$ cat src/rtl/mdr_pkg.sv
// Shared types and helpers for the memory data register: FSM states,
// access-size codes and the byte-lane mask used for loads and stores.
package mdr_pkg;

    typedef enum logic [1:0] {
        IDLE    = 2'd0,
        RD_WAIT = 2'd1,
        WR_WAIT = 2'd2
    } state_t;

    localparam logic [1:0] SZ_BYTE  = 2'd0;
    localparam logic [1:0] SZ_HALF  = 2'd1;
    localparam logic [1:0] SZ_WORD  = 2'd2;
    localparam logic [1:0] SZ_DWORD = 2'd3;

    localparam int MAX_LANES = 64;

    // Lanes [off, off + 2**size) set, clipped to the real lane count.
    function automatic logic [MAX_LANES-1:0] lane_mask(input logic [1:0] size,
                                                       input int         off,
                                                       input int         lanes);
        logic [MAX_LANES-1:0] m;
        int                   nb;
        m  = '0;
        nb = 1 << size;
        for (int i = 0; i < MAX_LANES; i++) begin
            if (i >= off && i < off + nb && i < lanes) m[i] = 1'b1;
        end
        return m;
    endfunction

endpackage

$ cat src/rtl/mdr_lane_align.sv
// Combinational lane steering: sub-word load extract/extend, store lane
// replication, byte-enable mask and access legality.
module mdr_lane_align
    import mdr_pkg::*;
#(
    parameter  int BITS  = 32,
    localparam int LANES = BITS / 8,
    localparam int OFFW  = $clog2(LANES)
) (
    input  logic [1:0]       cmd_size,
    input  logic [OFFW-1:0]  cmd_off,
    input  logic [BITS-1:0]  mdr,
    output logic [BITS-1:0]  st_data,
    output logic [LANES-1:0] byte_mask,
    output logic             legal,
    input  logic [1:0]       ld_size,
    input  logic [OFFW-1:0]  ld_off,
    input  logic             ld_signed,
    input  logic [BITS-1:0]  rd_data,
    output logic [BITS-1:0]  ld_data
);

    // Largest size code that fits in one BITS-wide word.
    localparam int MAXS = (OFFW < 3) ? OFFW : 3;

    logic [MAX_LANES-1:0] full_mask;
    logic [BITS-1:0]      shifted;
    int                   nbytes;

    always_comb begin
        nbytes    = 1 << cmd_size;
        legal     = (nbytes <= LANES) && ((int'(cmd_off) % nbytes) == 0) &&
                    (cmd_size != SZ_DWORD || LANES >= 8);
        full_mask = lane_mask(cmd_size, int'(cmd_off), LANES);
        byte_mask = full_mask[LANES-1:0];
    end

    // NOTE: every always_comb output gets a default first so no path leaves it unassigned (no latch).
    always_comb begin
        st_data = mdr;
        for (int s = 0; s <= MAXS; s++) begin
            if (cmd_size == 2'(s)) begin
                for (int b = 0; b < BITS; b++) st_data[b] = mdr[b % (8 << s)];
            end
        end
    end

    always_comb begin
        shifted = rd_data >> {ld_off, 3'b000};
        ld_data = shifted;
        for (int s = 0; s <= MAXS; s++) begin
            if (ld_size == 2'(s)) begin
                for (int b = 0; b < BITS; b++) begin
                    ld_data[b] = (b < (8 << s)) ? shifted[b]
                                                : (ld_signed & shifted[(8 << s) - 1]);
                end
            end
        end
    end

endmodule

$ cat src/rtl/mdr_mem_if.sv
// Memory data register with req/ack memory handshake, sub-word loads and
// stores, wait-state tolerance and a sticky error for misalign/timeout.
module mdr_mem_if
    import mdr_pkg::*;
#(
    parameter  int BITS    = 32,
    parameter  int TIMEOUT = 15,
    localparam int LANES   = BITS / 8,
    localparam int OFFW    = $clog2(LANES),
    localparam int CNTW    = (TIMEOUT > 0) ? $clog2(TIMEOUT + 1) : 1
) (
    input  logic             clk,
    input  logic             clear,
    input  logic [BITS-1:0]  busMuxOut,
    input  logic [BITS-1:0]  MDataIn,
    input  logic             enable,
    input  logic             read,
    input  logic             write,
    input  logic [1:0]       size,
    input  logic             signed_ld,
    input  logic [OFFW-1:0]  byte_off,
    input  logic             mem_ack,
    output logic             mem_rd,
    output logic             mem_wr,
    output logic [BITS-1:0]  MDataOut,
    output logic [LANES-1:0] byte_en,
    output logic [BITS-1:0]  MDRout,
    output logic             busy,
    output logic             done,
    output logic             err
);

    localparam logic [CNTW-1:0] CNT_LAST = CNTW'((TIMEOUT > 0) ? TIMEOUT - 1 : 0);

    state_t          state;
    logic [CNTW-1:0] cnt;
    logic [1:0]      op_size;
    logic [OFFW-1:0] op_off;
    logic            op_signed;

    logic [BITS-1:0]  st_data;
    logic [LANES-1:0] mask;
    logic             legal;
    logic [BITS-1:0]  ld_data;

    mdr_lane_align #(.BITS(BITS)) u_align (
        .cmd_size  (size),
        .cmd_off   (byte_off),
        .mdr       (MDRout),
        .st_data   (st_data),
        .byte_mask (mask),
        .legal     (legal),
        .ld_size   (op_size),
        .ld_off    (op_off),
        .ld_signed (op_signed),
        .rd_data   (MDataIn),
        .ld_data   (ld_data)
    );

    assign busy = (state != IDLE);

    // NOTE: sequential state uses non-blocking assignments so every register samples pre-edge values.
    always_ff @(posedge clk) begin
        if (!clear) begin
            state     <= IDLE;
            cnt       <= '0;
            op_size   <= SZ_BYTE;
            op_off    <= '0;
            op_signed <= 1'b0;
            MDRout    <= '0;
            MDataOut  <= '0;
            byte_en   <= '0;
            mem_rd    <= 1'b0;
            mem_wr    <= 1'b0;
            done      <= 1'b0;
            err       <= 1'b0;
        end else begin
            done <= 1'b0;
            case (state)
                IDLE: begin
                    if (read || write) begin
                        if (!legal) begin
                            err <= 1'b1;
                        end else begin
                            err       <= 1'b0;
                            cnt       <= '0;
                            op_size   <= size;
                            op_off    <= byte_off;
                            op_signed <= signed_ld;
                            byte_en   <= mask;
                            if (read) begin
                                state  <= RD_WAIT;
                                mem_rd <= 1'b1;
                            end else begin
                                state    <= WR_WAIT;
                                mem_wr   <= 1'b1;
                                MDataOut <= st_data;
                            end
                        end
                    end else if (enable) begin
                        MDRout <= busMuxOut;
                    end
                end
                RD_WAIT, WR_WAIT: begin
                    // An ack on the final allowed wait cycle still completes the access.
                    if (mem_ack) begin
                        if (state == RD_WAIT) MDRout <= ld_data;
                        state   <= IDLE;
                        mem_rd  <= 1'b0;
                        mem_wr  <= 1'b0;
                        byte_en <= '0;
                        done    <= 1'b1;
                    end else if (TIMEOUT > 0) begin
                        cnt <= cnt + 1'b1;
                        if (cnt == CNT_LAST) begin
                            state   <= IDLE;
                            mem_rd  <= 1'b0;
                            mem_wr  <= 1'b0;
                            byte_en <= '0;
                            err     <= 1'b1;
                        end
                    end
                end
                default: state <= IDLE;
            endcase
        end
    end

endmodule

$ cat config.mk
export PLATFORM = sky130hd
export DESIGN_NAME = mdr_mem_if
export DESIGN_NICKNAME = d
export VERILOG_FILES = /design/src/rtl/mdr_pkg.sv /design/src/rtl/mdr_lane_align.sv /design/src/rtl/mdr_mem_if.sv
export SDC_FILE = /design/constraint.sdc
export NUM_CORES = 1
export LEC_CHECK = 0
export CAP_MARGIN = 10
export CORE_MARGIN = 3
export CORE_UTILIZATION = 40
export DETAILED_ROUTE_END_ITERATION = 7
export HOLD_SLACK_MARGIN = 0.12
export PLACE_DENSITY_LB_ADDON = 0.3
export SLEW_MARGIN = 20
export SYNTH_ARGS = -nofsm -noshare
export SYNTH_HDL_FRONTEND = slang
export SYNTH_SLANG_ARGS = --single-unit
$ cat constraint.sdc
create_clock -name clk -period 56 [get_ports clk]
set_input_delay 5.6 -clock clk [delete_from_list [all_inputs] [get_ports clk]]
set_output_delay 5.6 -clock clk [all_outputs]
set_load 0.02 [all_outputs]
## Yosys cells after proc, flatten, opt, wreduce, memory -nomap -nowiden

Index checks and enable logic that the tools add are counted.

- Input port bits: 75
- Word-level logic and storage cells: 116
- Bits in registers: 83
- Output and inout port bits: 73

- $lt $le $gt $ge: 8
- Mux-type cells: 46
- Equality and inequality tests: 19
- Reductions and logical operators: 23
- Add/sub/neg operators: 2
- Bitwise gates (word level): 3
- Shift-type cells: 2
- Div/mod/pow operators: 1

Operator list:

| cell | count |
|---|---|
| two-way mux 32 bit | 10 |
| < comparator 3 x 32 -> 1 bit, first input constant | 2 |
| one-hot mux 32 bit (2 select lines) | 1 |
| adder 3 x 32 -> 32 bit | 1 |
| <= comparator 32 x 4 -> 1 bit, second input constant | 1 |
| logical NOT 32 bit | 1 |
| < comparator 1 x 32 -> 1 bit, first input constant | 1 |
| < comparator 2 x 32 -> 1 bit, first input constant | 1 |
| modulo 3 x 32 -> 32 bit | 1 |
| left shift 1 x 2 -> 32 bit, first input constant | 1 |
| right shift 32 x 5 -> 32 bit | 1 |
| two-way mux 4 bit | 7 |
| != test 2 bit, second input constant | 11 |
| two-way mux 1 bit | 17 |
| one-hot mux 4 bit (2 select lines) | 2 |
| AND reduction 4 bit | 4 |
| AND reduction 5 bit | 3 |
| two-way mux 2 bit | 5 |
| == test 2 x 1 -> 1 bit, second input constant | 3 |
| == test 2 bit, second input constant | 3 |
| logical NOT 2 bit | 3 |
| one-hot mux 1 bit (2 select lines) | 3 |
| AND reduction 3 bit | 2 |
| logical AND 1 bit | 5 |
| 12 further kinds | 15 |

## Longest topological paths before layout

- Depth in word-level cells: 8
- Mapped depth: 184
- Depth with buffers taken out: 153

## By module

From an unflattened synthesis, not the netlist that was laid out.

- Cell total of the unflattened synthesis: 2986
- Area total of the unflattened synthesis: 20815.0 µm²

Modules (own cells, without submodules):

| module | cells an instance | times used | sequential area each (µm²) | area each (µm²) |
|---|---|---|---|---|
| mdr_lane_align | 2588 | 1 | 0.0 | 17240.3 |
| mdr_mem_if | 398 | 1 | 1661.6 | 3574.7 |

## Worst setup path after synthesis

No wires, ideal clock.

- Path type: input-to-reg
- Start: input size[0]
- End: register MDataOut[20]
- Path slack: 15.900 ns
- Data required time: 55.872 ns
- Setup time: 0.128 ns
- Stages on the path: 170
- Path buffers: 31
- Arrival: 39.972 ns
- Path through: inv_1 ha_1 inv_1 clkbuf_1 clkbuf_1 clkbuf_1 ha_1 clkbuf_1 o21ai_1 a221oi_2 a311o_1 a21o_1 o21ai_2 nand3_1 nand2_1 inv_1 ha_1 a21o_1 (+134 left out) nor2_1 a31oi_1 o22ai_1 ha_1 a21o_1 a21oi_1 o21a_1 o2111ai_1 or2_2 or4_1 o32a_1 o22ai_1 nand4bb_1 buf_2 nor4b_4 buf_6 mux2i_1 nor2_1

- Longest elaborated chain between the ends: 6
- Elaborated cells between the ends (all ways): 14
- Classes of those cells: div: 1; order compare: 1; eq/ne: 3; shift: 1; mux: 3; reduce/logical: 5

RTL lines:

| item | RTL line | RTL |
|---|---|---|
| from (decl) | mdr_mem_if.sv:19 | `input logic [1:0] size,` |
| left shift 1 x 2 -> 32 bit | mdr_lane_align.sv:31 | `nbytes = 1 << cmd_size;` |
| modulo 3 x 32 -> 32 bit | mdr_lane_align.sv:32 | `legal = (nbytes <= LANES) && ((int'(cmd_off) % nbytes) == 0) &&` |
| logical NOT 32 bit | mdr_lane_align.sv:32 |  |
| logical AND 1 bit (2 in a row) | mdr_lane_align.sv:32 |  |
| AND reduction 4 bit (no source line) | -- |  |
| to (signal assigned) | mdr_mem_if.sv:97 | `MDataOut <= st_data;` |
| to (decl) | mdr_mem_if.sv:25 | `output logic [BITS-1:0] MDataOut,` |

Parallel ways exist; a longest one is shown, timed or not.
A chain may end at the register's enable or synchronous reset.

## Final worst setup path

- Start: input size[0]
- End: register MDataOut[6]

Same word-level chain as after synthesis.

==> summary.md <==
| Metric | Value |
|---|---|
| Tcrit/Tclk final | 85.1% |
| Reg power frac | 6.5% |
| Peak supply drop | ~0.000017 V |
| Post-layout min period | 47.68 ns |
| Setup violations, final | 0 |
| Met2 global-route usage | approximately half |
| Gate power share | ~85% |
| Launching point of the worst reg2reg path | op_off[1]$_SDFFE_PN0P_ |
| Worst rel slew slack | 28.3% |
| Iteration-0 DRC count of the detailed router | roughly 2.7k |
| Pleak | 7.62 nW |
| Clk sinks | 83 |
| DR vias/cell | roughly 6.7 |
| Ys async rst share | 0% |
| Row cnt | 81 |
| Post-placement cell area | 22,100 um2 |
| Post-route ant nets | 0 |
| Post-synthesis sequential area ratio | under 10% |
| WP data required | between 50 and 60 ns |
| Hold path depth | 2 |
| Met1 Use GR | between 40% and 50% |
| Root buf cell | clkbuf_16 |
| Vias in the first global route | ~23k |
| Initial core utilization | between 40% and 50% |
| Busiest grt layer | met2 |
| Die X | around 230 um |
| Die area | approximately 53,000 um2 |
| P per Cell Area | about 42 nW/um2 |
| Post-CTS Setup Repair Bufs | 0 |
| Slowest-stage cell, CP | nor4_2 |
| Sw Share | 60.7% |
| Multi-input logic area | 17,700 um2 |
| Number of hold buffers added after cts | 0 |
| Area growth, synth to finish | 11.3% |
| P_sw | between 0.5 and 0.6 mW |
| Number of synthesized flops with an enable pin | 0 |
| CTS Buf Count | 9 |
| Main combinational cell family by area after synthesis | compound AO/OA/AOI/OAI gates |
| Post-synthesis xor/xnor area fraction | a little over 7% |
| CP Capture Type | flop |
| Max Cap Violations | 0 |
| Clock skew | ~0.0065 ns |
| M3 GR Usage | approximately 3.8% |
| Count of input and output buffers | around 150 |
| Largest net degree at the start of global routing | a little under 80 |
| Drc violations | 0 |
| Filler cell count | 5,155 |
| Placement Setup Slack | 9.14 ns |
| Min-delay src | mem_rd$_SDFFE_PN0P_ |
| Final layout net count | between 3k and 4k |
| Clk_lat worst skew | about 0.34 ns |
| Post-synthesis simple-gate area fraction | approximately a third |
| Reg2reg path depth | 10 |
| Layout cell share with drive strength beyond 1 | under 10% |
| CP peak stage delay | roughly 0.90 ns |
| CP Class | in -> reg |
| DP Cell Count | between 3k and 4k |
| Clk buf depth | 2 |
| Non-filler cells, final | around 3.7k |
| Reg-to-reg endpoint | MDRout[19]$_SDFFE_PN0P_ |
| Cts repair resizes | 0 |
| Final worst slack | between 8 and 9 ns |
| Main synth FF type | dfxtp_1 |
| I/O Pins | roughly 150 |
| Drt pass-1 iters | 5 |
| Finished layout cell area | about 22,000 um2 |
| Status | completed |
| Die H | ~230 um |
| Int Pwr | 0.372 mW |
| HP Class | reg -> reg |
| Via count | ~24k |
| Number of distinct library cells after synthesis | 130 |
| Fmax | 0.0210 GHz |
| Synth area leaders | dfxtp_1 (8.2%), nor2_1 (6.5%), a21oi_1 (5.4%) |
| Initial antenna violation count | 2 |
| CTS tree | built |
| Start point of the critical path | size[0] |
| Crit path DAT | 47.88 ns |
| Final wirelength | ~83 mm |
| Reg2Reg Setup Slack | around 52 ns |
| GRT overflow | 0 |
| Gpl congestion | 0.999 |
| Final max-slew violation count | 0 |
| Routed WL per cell | approximately 23 um |
| Final Hold Viols | 0 |
| Reg area | 1660 um2 |
| Synth Area in Adders | about 4.0% |
| Post-synth top cells | nor2_1 (351), nand2_1 (255), a21oi_1 (217), o21ai_0 (127), nor3_1 (112) |
| Leading area contributor after synthesis | dfxtp_1 |
| Synth Warn # | 0 |
| Flops & latches, synth | between 80 and 90 |
| DP Wirelength | approximately 66 mm |
| Compound-Gate Fraction of Synth Area | roughly a third |
| Synthesized area per cell | 6.87 um2 |
| CP Max Fanout | 32 |
| Top-count cell post-synth | nor2_1 |
| CP Launch Type | input pin |
| Hold worst-path end | mem_rd$_SDFFE_PN0P_ |
| Worst slew pin tran | roughly 1.1 ns |
| Mapped Cells | just under 3k |
| Core Area | 49,500 um2 |
| First-pass GRT wire length | between 100 and 150 mm |
| Setup TNS | 0 ns |
| Synth Net Count | 3,077 |
| Post-synthesis mux area share | ~6.6% |
| Post-synth top area share | 8.22% |
| Cell area after synthesis | 20,200 um2 |
| Htree depth | 3 |
| Clk pin slew, worst setup/hold paths | approximately 0.07 ns |
| Tot GR Track Use | between 20% and 30% |
| RSZ-0062 raised after global routing | no |
| Clock share of power | 8.2% |
-- placed cells by master (no fill, tap or decap), types with 56 or more instances in the layout --
| cell type | n |
|---|---|
| nor2_1 | 351 |
| nand2_1 | 255 |
| a21oi_1 | 217 |
| clkdlybuf4s50_1 | 147 |
| o21ai_0 | 127 |
| nor3_1 | 111 |
| xnor2_1 | 106 |
| nand3_1 | 104 |
| mux2i_1 | 94 |
| dfxtp_1 | 83 |
| a211oi_1 | 64 |
| nand4_1 | 62 |
| ha_1 | 60 |
| a21o_1 | 56 |
-- worst max-delay path, delay by kind of cell --
kind,cells,cell delay [ns]
AND/OR/NAND/NOR,65,19.30
AO/OA/AOI/OAI,48,11.70
adder cells (fa/ha/maj),15,5.46
buffers and inverters,17,3.91
multiplexers,4,1.67
-- cell families after synthesis --
logic type	Yosys count
fa+ha+maj	63
simple gates	1316
compound gates	985
xor+xnor	161
mux	129
buf+inv	202
flops	83
-- registers in the layout, indices dropped and copies added (netlist names) --
name,cells
mem_wr,1
done,1
op_size,2
err,1
op_signed,1
byte_en,4
mem_rd,1
state,2
MDRout,32
op_off,2
MDataOut,32
cnt,4
-- per-layer routing --
layer  vias up  wire length, um  part of all wire [%]
li1      11400                -                     -
met1     11700            36600                    44
met2      1147            38100                    46
met3       166             5660                   6.9
met4         0             2150                   2.6
met5         -                0                     0
-- how the worst max path moves through the flow --
stage	endpoint	cells after the start
floorplan	MDataOut[20]$_SDFFE_PN0P_	170
global placement	MDataOut[0]$_SDFFE_PN0P_	149
detailed placement	MDataOut[6]$_SDFFE_PN0P_	149
CTS	MDataOut[6]$_SDFFE_PN0P_	149
global route	MDataOut[17]$_SDFFE_PN0P_	149
finish	MDataOut[6]$_SDFFE_PN0P_	149
-- cell type report --
| type | instances | area share [%] |
|---|---|---|
| Antenna cell | 1 | 0.0111 |
| Clock buffer | 9 | 1.00 |
| Clock inverter | 7 | 0.729 |
| Inverter | 58 | 0.968 |
| Multi-Input combinational cell | 2654 | 78.6 |
| Sequential cell | 83 | 7.39 |
| Tap cell | 664 | 3.70 |
| Timing Repair Buffer | 179 | 7.61 |
-- power groups by stage --
stage | sequential, mW | clock [mW] | combinational (mW)
final | 0.0617 | 0.0781 | 0.807
after global routing | 0.0618 | 0.0806 | 0.868
after detailed placement | 0.0630 | 0 | 0.778
after CTS | 0.0617 | 0.0787 | 0.783
after floorplan | 0.0633 | 0 | 0.573
after global placement | 0.0630 | 0 | 0.778
-- per-stage QoR --
stage	hold WS, ns	util (%)	power, mW
floorplan	0.462	-	0.636
global placement	0.452	44.7	0.841
detailed placement	0.474	44.7	0.841
CTS	0.481	45.5	0.923
global route	0.511	45.5	1.01
finish	0.477	45.5	0.947
(Power assumes the default switching activity.)
